[src/rtl/quad_encoder_emulator.sv]
// Quadrature encoder emulator: generates A/B/index channels and a signed position
// count, either at a fixed velocity or as a move to a target count.
module quad_encoder_emulator #(
  parameter int unsigned CPR        = 4096,
  parameter int unsigned MIN_PERIOD = 4
) (
  input  logic               clk,
  input  logic               reset,
  input  logic               enable,
  input  logic               mode,
  input  logic               direction,
  input  logic [23:0]        step_period,
  input  logic signed [31:0] target_pos,
  input  logic               load,
  input  logic signed [31:0] load_pos,
  output logic               enc_a,
  output logic               enc_b,
  output logic               enc_index,
  output logic signed [31:0] emu_position,
  output logic               at_target,
  output logic               move_done
);

  localparam int unsigned PW = 24;
  localparam int unsigned AW = $clog2(CPR + 1);

  logic [PW-1:0]      r_cnt;
  logic [PW-1:0]      r_eff;
  logic               r_step;
  logic               r_enc_a;
  logic               r_enc_b;
  logic               r_index;
  logic [AW-1:0]      r_angle;
  logic signed [31:0] r_pos;
  logic               r_at_target;
  logic               r_move_done;

  logic [PW-1:0]      w_eff_req;
  logic [PW-1:0]      w_eff;
  logic               w_pending;
  logic               w_fwd;
  logic               w_terminal;
  logic               w_apply;
  logic [1:0]         w_phase;
  logic [1:0]         w_phase_next;
  logic [AW-1:0]      w_angle_next;
  logic signed [31:0] w_pos_next;

  // Period is latched at the start of each period (counter at 0).
  assign w_eff_req = (step_period < PW'(MIN_PERIOD)) ? PW'(MIN_PERIOD) : step_period;
  assign w_eff     = (r_cnt == '0) ? w_eff_req : r_eff;

  assign w_pending  = enable && (!mode || (r_pos != target_pos));
  assign w_fwd      = mode ? (target_pos > r_pos) : direction;
  assign w_terminal = w_pending && (r_cnt == (w_eff - PW'(1)));
  // Pending-ness is re-checked when the step lands so a target change cannot overshoot.
  assign w_apply    = r_step && w_pending && !load;

  // Gray phase index: 00 -> 10 -> 11 -> 01 maps to 0,1,2,3.
  assign w_phase      = {r_enc_b, r_enc_a ^ r_enc_b};
  assign w_phase_next = w_phase + (w_fwd ? 2'd1 : 2'd3);

  always_comb begin
    w_angle_next = r_angle;
    if (w_apply) begin
      if (w_fwd) begin
        w_angle_next = (r_angle == AW'(CPR - 1)) ? '0 : r_angle + AW'(1);
      end else begin
        w_angle_next = (r_angle == '0) ? AW'(CPR - 1) : r_angle - AW'(1);
      end
    end
  end

  always_comb begin
    w_pos_next = r_pos;
    if (load) begin
      w_pos_next = load_pos;
    end else if (w_apply) begin
      w_pos_next = w_fwd ? (r_pos + 32'sd1) : (r_pos - 32'sd1);
    end
  end

  always_ff @(posedge clk) begin
    if (reset) begin
      r_cnt       <= '0;
      r_eff       <= PW'(MIN_PERIOD);
      r_step      <= 1'b0;
      r_enc_a     <= 1'b0;
      r_enc_b     <= 1'b0;
      r_index     <= 1'b1;
      r_angle     <= '0;
      r_pos       <= '0;
      r_at_target <= 1'b0;
      r_move_done <= 1'b0;
    end else begin
      r_eff <= w_eff;
      if (load || !w_pending) begin
        r_cnt  <= '0;
        r_step <= 1'b0;
      end else if (w_terminal) begin
        r_cnt  <= '0;
        r_step <= 1'b1;
      end else begin
        r_cnt  <= r_cnt + PW'(1);
        r_step <= 1'b0;
      end

      if (w_apply) begin
        r_enc_a <= w_phase_next[1] ^ w_phase_next[0];
        r_enc_b <= w_phase_next[1];
        r_angle <= w_angle_next;
        r_index <= (w_angle_next == '0);
      end

      r_pos       <= w_pos_next;
      r_at_target <= mode && (w_pos_next == target_pos);
      r_move_done <= w_apply && mode && (w_pos_next == target_pos);
    end
  end

  assign enc_a        = r_enc_a;
  assign enc_b        = r_enc_b;
  assign enc_index    = r_index;
  assign emu_position = r_pos;
  assign at_target    = r_at_target;
  assign move_done    = r_move_done;

endmodule

[config.mk]
export PLATFORM = sky130hd
export DESIGN_NAME = quad_encoder_emulator
export DESIGN_NICKNAME = d
export VERILOG_FILES = /design/src/rtl/quad_encoder_emulator.sv
export SDC_FILE = /design/constraint.sdc
export NUM_CORES = 1
export LEC_CHECK = 0
export BUFFER_PORTS_ARGS = -buffer_cell sky130_fd_sc_hd__buf_2
export CAP_MARGIN = 25
export CORE_MARGIN = 8
export CORE_UTILIZATION = 45
export CTS_CLUSTER_DIAMETER = 30
export DETAILED_ROUTE_END_ITERATION = 8
export PLACE_DENSITY = 0.69
export SLEW_MARGIN = 0
export SYNTH_ARGS = -nofsm -noshare
export SYNTH_HDL_FRONTEND = slang
export SYNTH_SLANG_ARGS = --single-unit
[constraint.sdc]
create_clock -name clk -period 8 [get_ports clk]
set_clock_uncertainty 0.05 [all_clocks]
set_input_delay 0.4 -clock clk [delete_from_list [all_inputs] [get_ports clk]]
set_output_delay 0.4 -clock clk [all_outputs]
set_load 0.01 [all_outputs]
# [Word level (Yosys, flattened, before mapping)]
# Index checks and enable logic that the tools add are counted.
[totals] out_inout_bits=37 reg_bits=99 word_cells=54 inputBits=94
[op_classes] n_eq_ne=4 mux=12 bitwise_logic=2 magnitude_cmp=2 reduce_logical=17 add_sub_neg=7
[op_table] cell="32-bit 2-to-1 mux" n=3
[op_table] cell="13-bit 2-to-1 mux" n=4
[op_table] cell="24-bit 2-to-1 mux" n=2
[op_table] cell="32-bit by 2-bit adder with 32-bit output (second input constant)" n=1
[op_table] cell="32-bit == test" n=1
[op_table] cell="32-bit > comparator" n=1
[op_table] cell="32-bit inequality test" n=1
[op_table] cell="32-bit by 2-bit subtractor with 32-bit output (second input constant)" n=1
[op_table] cell="13-bit zero test" n=2
[op_table] cell="24-bit by 1-bit adder with 24-bit output (second input constant)" n=1
[op_table] cell="24-bit == test" n=1
[op_table] cell="24-bit zero test" n=1
[op_table] cell="24-bit by 3-bit < comparator with 1-bit output (second input constant)" n=1
[op_table] cell="24-bit by 1-bit subtractor with 24-bit output (second input constant)" n=1
[op_table] cell="13-bit by 1-bit adder with 13-bit output (second input constant)" n=1
[op_table] cell="13-bit by 12-bit == test with 1-bit output (second input constant)" n=1
[op_table] cell="13-bit by 1-bit subtractor with 13-bit output (second input constant)" n=1
[op_table] cell="1-bit logical AND" n=7
[op_table] cell="1-bit zero test" n=3
[op_table] cell="3-bit OR reduction" n=1
[op_table] cell="2-bit adder" n=1
[op_table] cell="1-bit logical OR" n=2
[op_table] cell="1-bit 2-to-1 mux" n=2
[op_table] cell="2-bit 2-to-1 mux" n=1
[op_table] cell="other kinds (2)" n=3

# [Longest topological paths before layout]
[logic_depth] word_depth=9 depth_mapped=27 depth_no_buf=22

# [Worst setup path after synthesis]
# No wires, ideal clock.
[synth_path] path_type="flip-flop to flip-flop" start="register r_pos[25] (netlist: emu_position[25])" end="register r_at_target (netlist: at_target)" setup_time_ns=0.092 n_path_buf=5 path_stages_with_launch=28 required_ns=7.858 setup_slack_ns=1.561 period_less_slack_ns=6.439 arrival_ns=6.297 cell_sequence="dfxtp_1 > clkbuf_1 > clkinv_1 > ha_1 > a21oi_1 > o21ai_1 > a2111o_1 > o21ai_1 > a31oi_4 > buf_6 > nor2_4 > buf_2 > buf_2 > buf_2 > xnor2_1 > ha_1 > or4_1 > nor4b_1 > nand2_1 > nor2_1 > nand4_1 > nor3_1 > o21a_1 > mux2i_1 > and4b_1 > nand4_1 > or4_1 > nor4_1"
[synth_between] elab_chain_len=9 elab_cells_between_ends=14 classes_between="add/sub: 2; order compare: 1; eq/ne: 2; mux: 4; reduce/logical: 5"
[synth_lines] item="start, declared" line_no="34" source="logic signed [31:0] r_pos;"
[synth_lines] item="start signal, assigned" line_no="115" source="r_pos <= w_pos_next;"
[synth_lines] item="parallel branches: the longest is 5 deep, another holds 32-bit > comparator"
[synth_lines] item="32-bit 2-to-1 mux *" line_no="78" source="end else if (w_apply) begin"
[synth_lines] item="32-bit 2-to-1 mux *" line_no="76" source="if (load) begin"
[synth_lines] item="32-bit == test *" line_no="116" source="r_at_target <= mode && (w_pos_next == target_pos);"
[synth_lines] item="1-bit logical AND *" line_no="116"
[synth_lines] item="end signal, assigned" line_no="116"
[synth_lines] item="end, declared" line_no="35" source="logic r_at_target;"
# Mark *: on every way between the ends.
# A chain may end at the register's enable or synchronous reset.

# [Worst setup path after layout]
[layout_path] start="register r_pos[4] (netlist: emu_position[4])" end="register r_move_done (netlist: move_done)"
[layout_between] elab_chain_len=9 elab_cells_between_ends=15 classes_between="add/sub: 2; order compare: 1; eq/ne: 2; mux: 4; reduce/logical: 6"
[layout_lines] item="parallel branches: the longest is 8 deep, another holds 32-bit > comparator"
[layout_lines] item="1-bit logical AND *" line_no="117" source="r_move_done <= w_apply && mode && (w_pos_next == target_pos);"
[layout_lines] item="end signal, assigned" line_no="117"
[layout_lines] item="end, declared" line_no="36" source="logic r_move_done;"
# Marked as above.

==> summary.md <==
| Metric | Value |
|---|---|
| Pwr Total | `1.52 mW` |
| Fill cells | `2212` |
| Seq cells post-synth | `99` |
| FF-to-FF setup slack | `1.40 ns` |
| Worst Setup Slack, final | `1.40 ns` |
| Max Fclk | `152 MHz` |
| Nets | `1591` |
| Worst-Margin Slew | `1.22 ns` |
| Vias post-DR | `11600` |
| Most used flip-flop cell after synthesis | `dfxtp_1` |
| Tot GR Track Use | `0.334` |
| H-tree depth | `3` |
| Pre-antenna DRT Iters | `6` |
| Clock Sinks | `99` |
| Initial antenna violation count | `1` |
| Worst EP arrival | `6.81 ns` |
| Final Hold Viols | `0` |
| DP Cell Count | `1728` |
| Die area | `26800 um^2` |
| Final non-filler cell total | `1744` |
| Min-Delay Path Depth | `3` |
| Seq/Total Area, Yosys | `0.202` |
| Final WL | `45.8 mm` |
| Setup TNS Final | `0 ns` |
| Width of the chip | `164 um` |
| Final RePlAce weighted congestion | `1.06` |
| Vias/cell | `6.65` |
| Worst hold path class | `input port to flop` |
| Hold Slack | `0.235 ns` |
| Number of global-route vias before repair | `10800` |
| Worst Setup End Kind | `flop` |
| Final Max Tran Viols | `0` |
| R2R depth | `22` |
| Total grt overflow | `0` |
| Routed len/inst | `26.3 um` |
| Core area | `21600 um^2` |
| PwrDens | `138 nW/um^2` |
| Share of cells above drive strength 1 | `0.139` |
| Largest net degree at the start of global routing | `76` |
| Tcrit/Tclk final | `0.825` |
| Syn avg cell area | `7.13 um^2` |
| # diodes | `0` |
| First-pass GRT wire length | `67.9 mm` |
| Minimum clock period | `6.60 ns` |
| Die outline height | `164 um` |
| IO Port Bufs | `130` |
| CTS Buf Count | `9` |
| Status | `finished, final reports clean` |
| Post-Syn Instances | `1380` |
| Mapped Area | `9830 um^2` |
| Clock Root Buffer | `clkbuf_16` |
| Slew headroom | `0.182` |
| Simple-Gate Fraction of Synth Area | `0.319` |
| Initial DRC Count | `1145` |
| CTS max path bufs | `2` |
| DRC | `0` |
| Post-Place Setup Slack | `1.56 ns` |
| Area growth syn-to-layout | `11.7%` |
| # IOs | `131` |
| Most frequent cells in the layout | `nor2_1 (165), buf_2 (130), nand2_1 (102), dfxtp_1 (99), a21oi_1 (92)` |
| Max Cap Viol | `0` |
| Pleak | `4.02 nW` |
| Post-CTS Resized | `0` |
| Req. time, crit path | `8.22 ns` |
| Post-synthesis async set-or-reset flop share | `0` |
| Final setup vio count | `0` |
| Synth Area in Compound Gates | `0.233` |
| Worst-path fanout max | `16` |
| Largest family of logic cells by synthesized area | `simple AND/OR/NAND/NOR gates` |
| Synthesized Nets | `1512` |
| RSZ-0062 raised after global routing | `false` |
| HPWL Detailed | `35.6 mm` |
| Startpoint Class | `flop` |
| Starting density of the core | `0.455` |
| CTS tree | `built` |
| Worst-Skew Late Latency | `0.38 ns` |
| VDD IR-drop max | `0.000114 V` |
| Ys Warns | `0` |
| Xor/xnor share of the synthesized area | `0.101` |
| Routed Antenna Nets | `0` |
| Mux contribution to synthesized area | `0.0382` |
| Synth Area in Adders | `0.0484` |
| FP Rows | `54` |
| Post-CTS setup buffer count | `0` |
| Post-synth EDFFs | `0` |
| WS Path Type | `flop to flop` |
| Hold buffers post-CTS | `0` |
| Leading cell type in the layout, fill and taps excluded | `nor2_1` |
| Yosys cell types | `91` |
| Reg clk slew, reported paths | `0.10 ns` |
registers in the layout, summed over array words and instances (netlist names):
register	count
emu_position	32
r_cnt	24
r_eff	24
r_angle	13
at_target	1
enc_a	1
enc_b	1
enc_index	1
move_done	1
r_step	1
worst paths after layout:
| path | to | start |
|---|---|---|
| setup reg to reg | move_done | emu_position[4] |
| setup / recovery | move_done | emu_position[4] |
| hold reg to reg | enc_index | enc_index |
| hold / removal | emu_position[22] | load_pos[22] |
routing by layer:
metal	vias up	routed length, um	GRT usage	share of wire
met4	2	2840	0.198	0.062
met3	148	4100	0.0659	0.089
met5	-	10	0	0.00022
li1	5291	-	-	-
met1	5519	17800	0.400	0.39
met2	630	21000	0.547	0.46
cells in the mapped netlist (4+ instances only):
cell | number | area [um^2]
or3_1 | 22 | 138
a21o_1 | 6 | 45.0
clkbuf_1 | 63 | 236
a221oi_1 | 5 | 43.8
and2_1 | 4 | 25.0
a22oi_1 | 10 | 75.1
buf_2 | 13 | 65.1
o21ai_1 | 6 | 30.0
o21ai_0 | 49 | 245
nor2b_1 | 14 | 87.6
o211ai_1 | 21 | 158
nand3b_1 | 6 | 45.0
xnor2_1 | 76 | 666
or2_2 | 6 | 37.5
dfxtp_1 | 99 | 1980
nand2_1 | 102 | 383
xor2_1 | 35 | 307
o221ai_1 | 6 | 52.6
a32oi_1 | 5 | 43.8
ha_1 | 38 | 475
nand4_1 | 43 | 269
nand3_1 | 81 | 405
and3_1 | 19 | 119
a311oi_1 | 8 | 70.1
a211o_1 | 4 | 35.0
nor3_1 | 60 | 300
a21oi_1 | 92 | 460
o31ai_1 | 7 | 52.6
inv_1 | 54 | 203
buf_1 | 8 | 30.0
or4_1 | 13 | 97.6
nor4_1 | 40 | 250
and4_1 | 8 | 70.1
nor2_1 | 166 | 623
o41ai_1 | 4 | 35.0
nand2b_1 | 17 | 106
mux2i_1 | 33 | 330
o22ai_1 | 10 | 62.6
mux2_2 | 4 | 45.0
o2111ai_1 | 6 | 52.6
nor3b_1 | 5 | 37.5
a31oi_1 | 13 | 81.3
a211oi_1 | 17 | 128
o32a_1 | 4 | 40.0
metrics by stage:
step / util / cell area, um^2
final: 0.508 / 11000
after floorplan: - / 9830
after CTS: 0.508 / 11000
after detailed placement: 0.494 / 10700
after global routing: 0.508 / 11000
after global placement: 0.494 / 10700
area by class of cell:
cell class                      count  area (um^2)  area share
Multi-Input combinational cell   1136         7290       0.664
Sequential cell                    99         1980       0.180
Tap cell                          280          350      0.0319
Clock buffer                       10          229      0.0208
Clock inverter                      6         78.8     0.00718
Inverter                           59          221      0.0202
Timing Repair Buffer              154          831      0.0756
report_power, final:
group          switching (mW)  leakage, nW  internal [mW]
clock                   0.245        0.152          0.252
sequential             0.0285        0.811          0.511
combinational           0.320         3.06          0.159
worst max-delay path, stage by stage (launching register included):
cell     delay, ns
dfxtp_1       0.70
inv_1         0.29
ha_1          0.37
nand4_1       0.16
or4_1         0.63
o21ai_4       0.35
a31oi_4       0.07
nor2_4        0.12
xnor2_1       0.07
ha_1          0.25
or4_1         0.49
nor4b_1       0.28
buf_4         0.22
nand2_1       0.10
nor2_1        0.26
nand4_1       0.13
nor3_1        0.15
o21a_1        0.31
mux2i_1       0.27
and4b_1       0.22
nand4_1       0.08
or4_1         0.57
nor4_1        0.33
cells by family (layout without fill, tap and decap cells):
family / after synthesis / after routing
AOI/OAI and AO/OA: 329 / 329
xor gates and xnor gates: 112 / 112
and+or+nand+nor: 620 / 620
DFF: 99 / 99
adders and majority gates: 38 / 38
muxes: 37 / 37
buffers and inverters: 145 / 229
No activity file was read; power rests on OpenSTA's default activity.
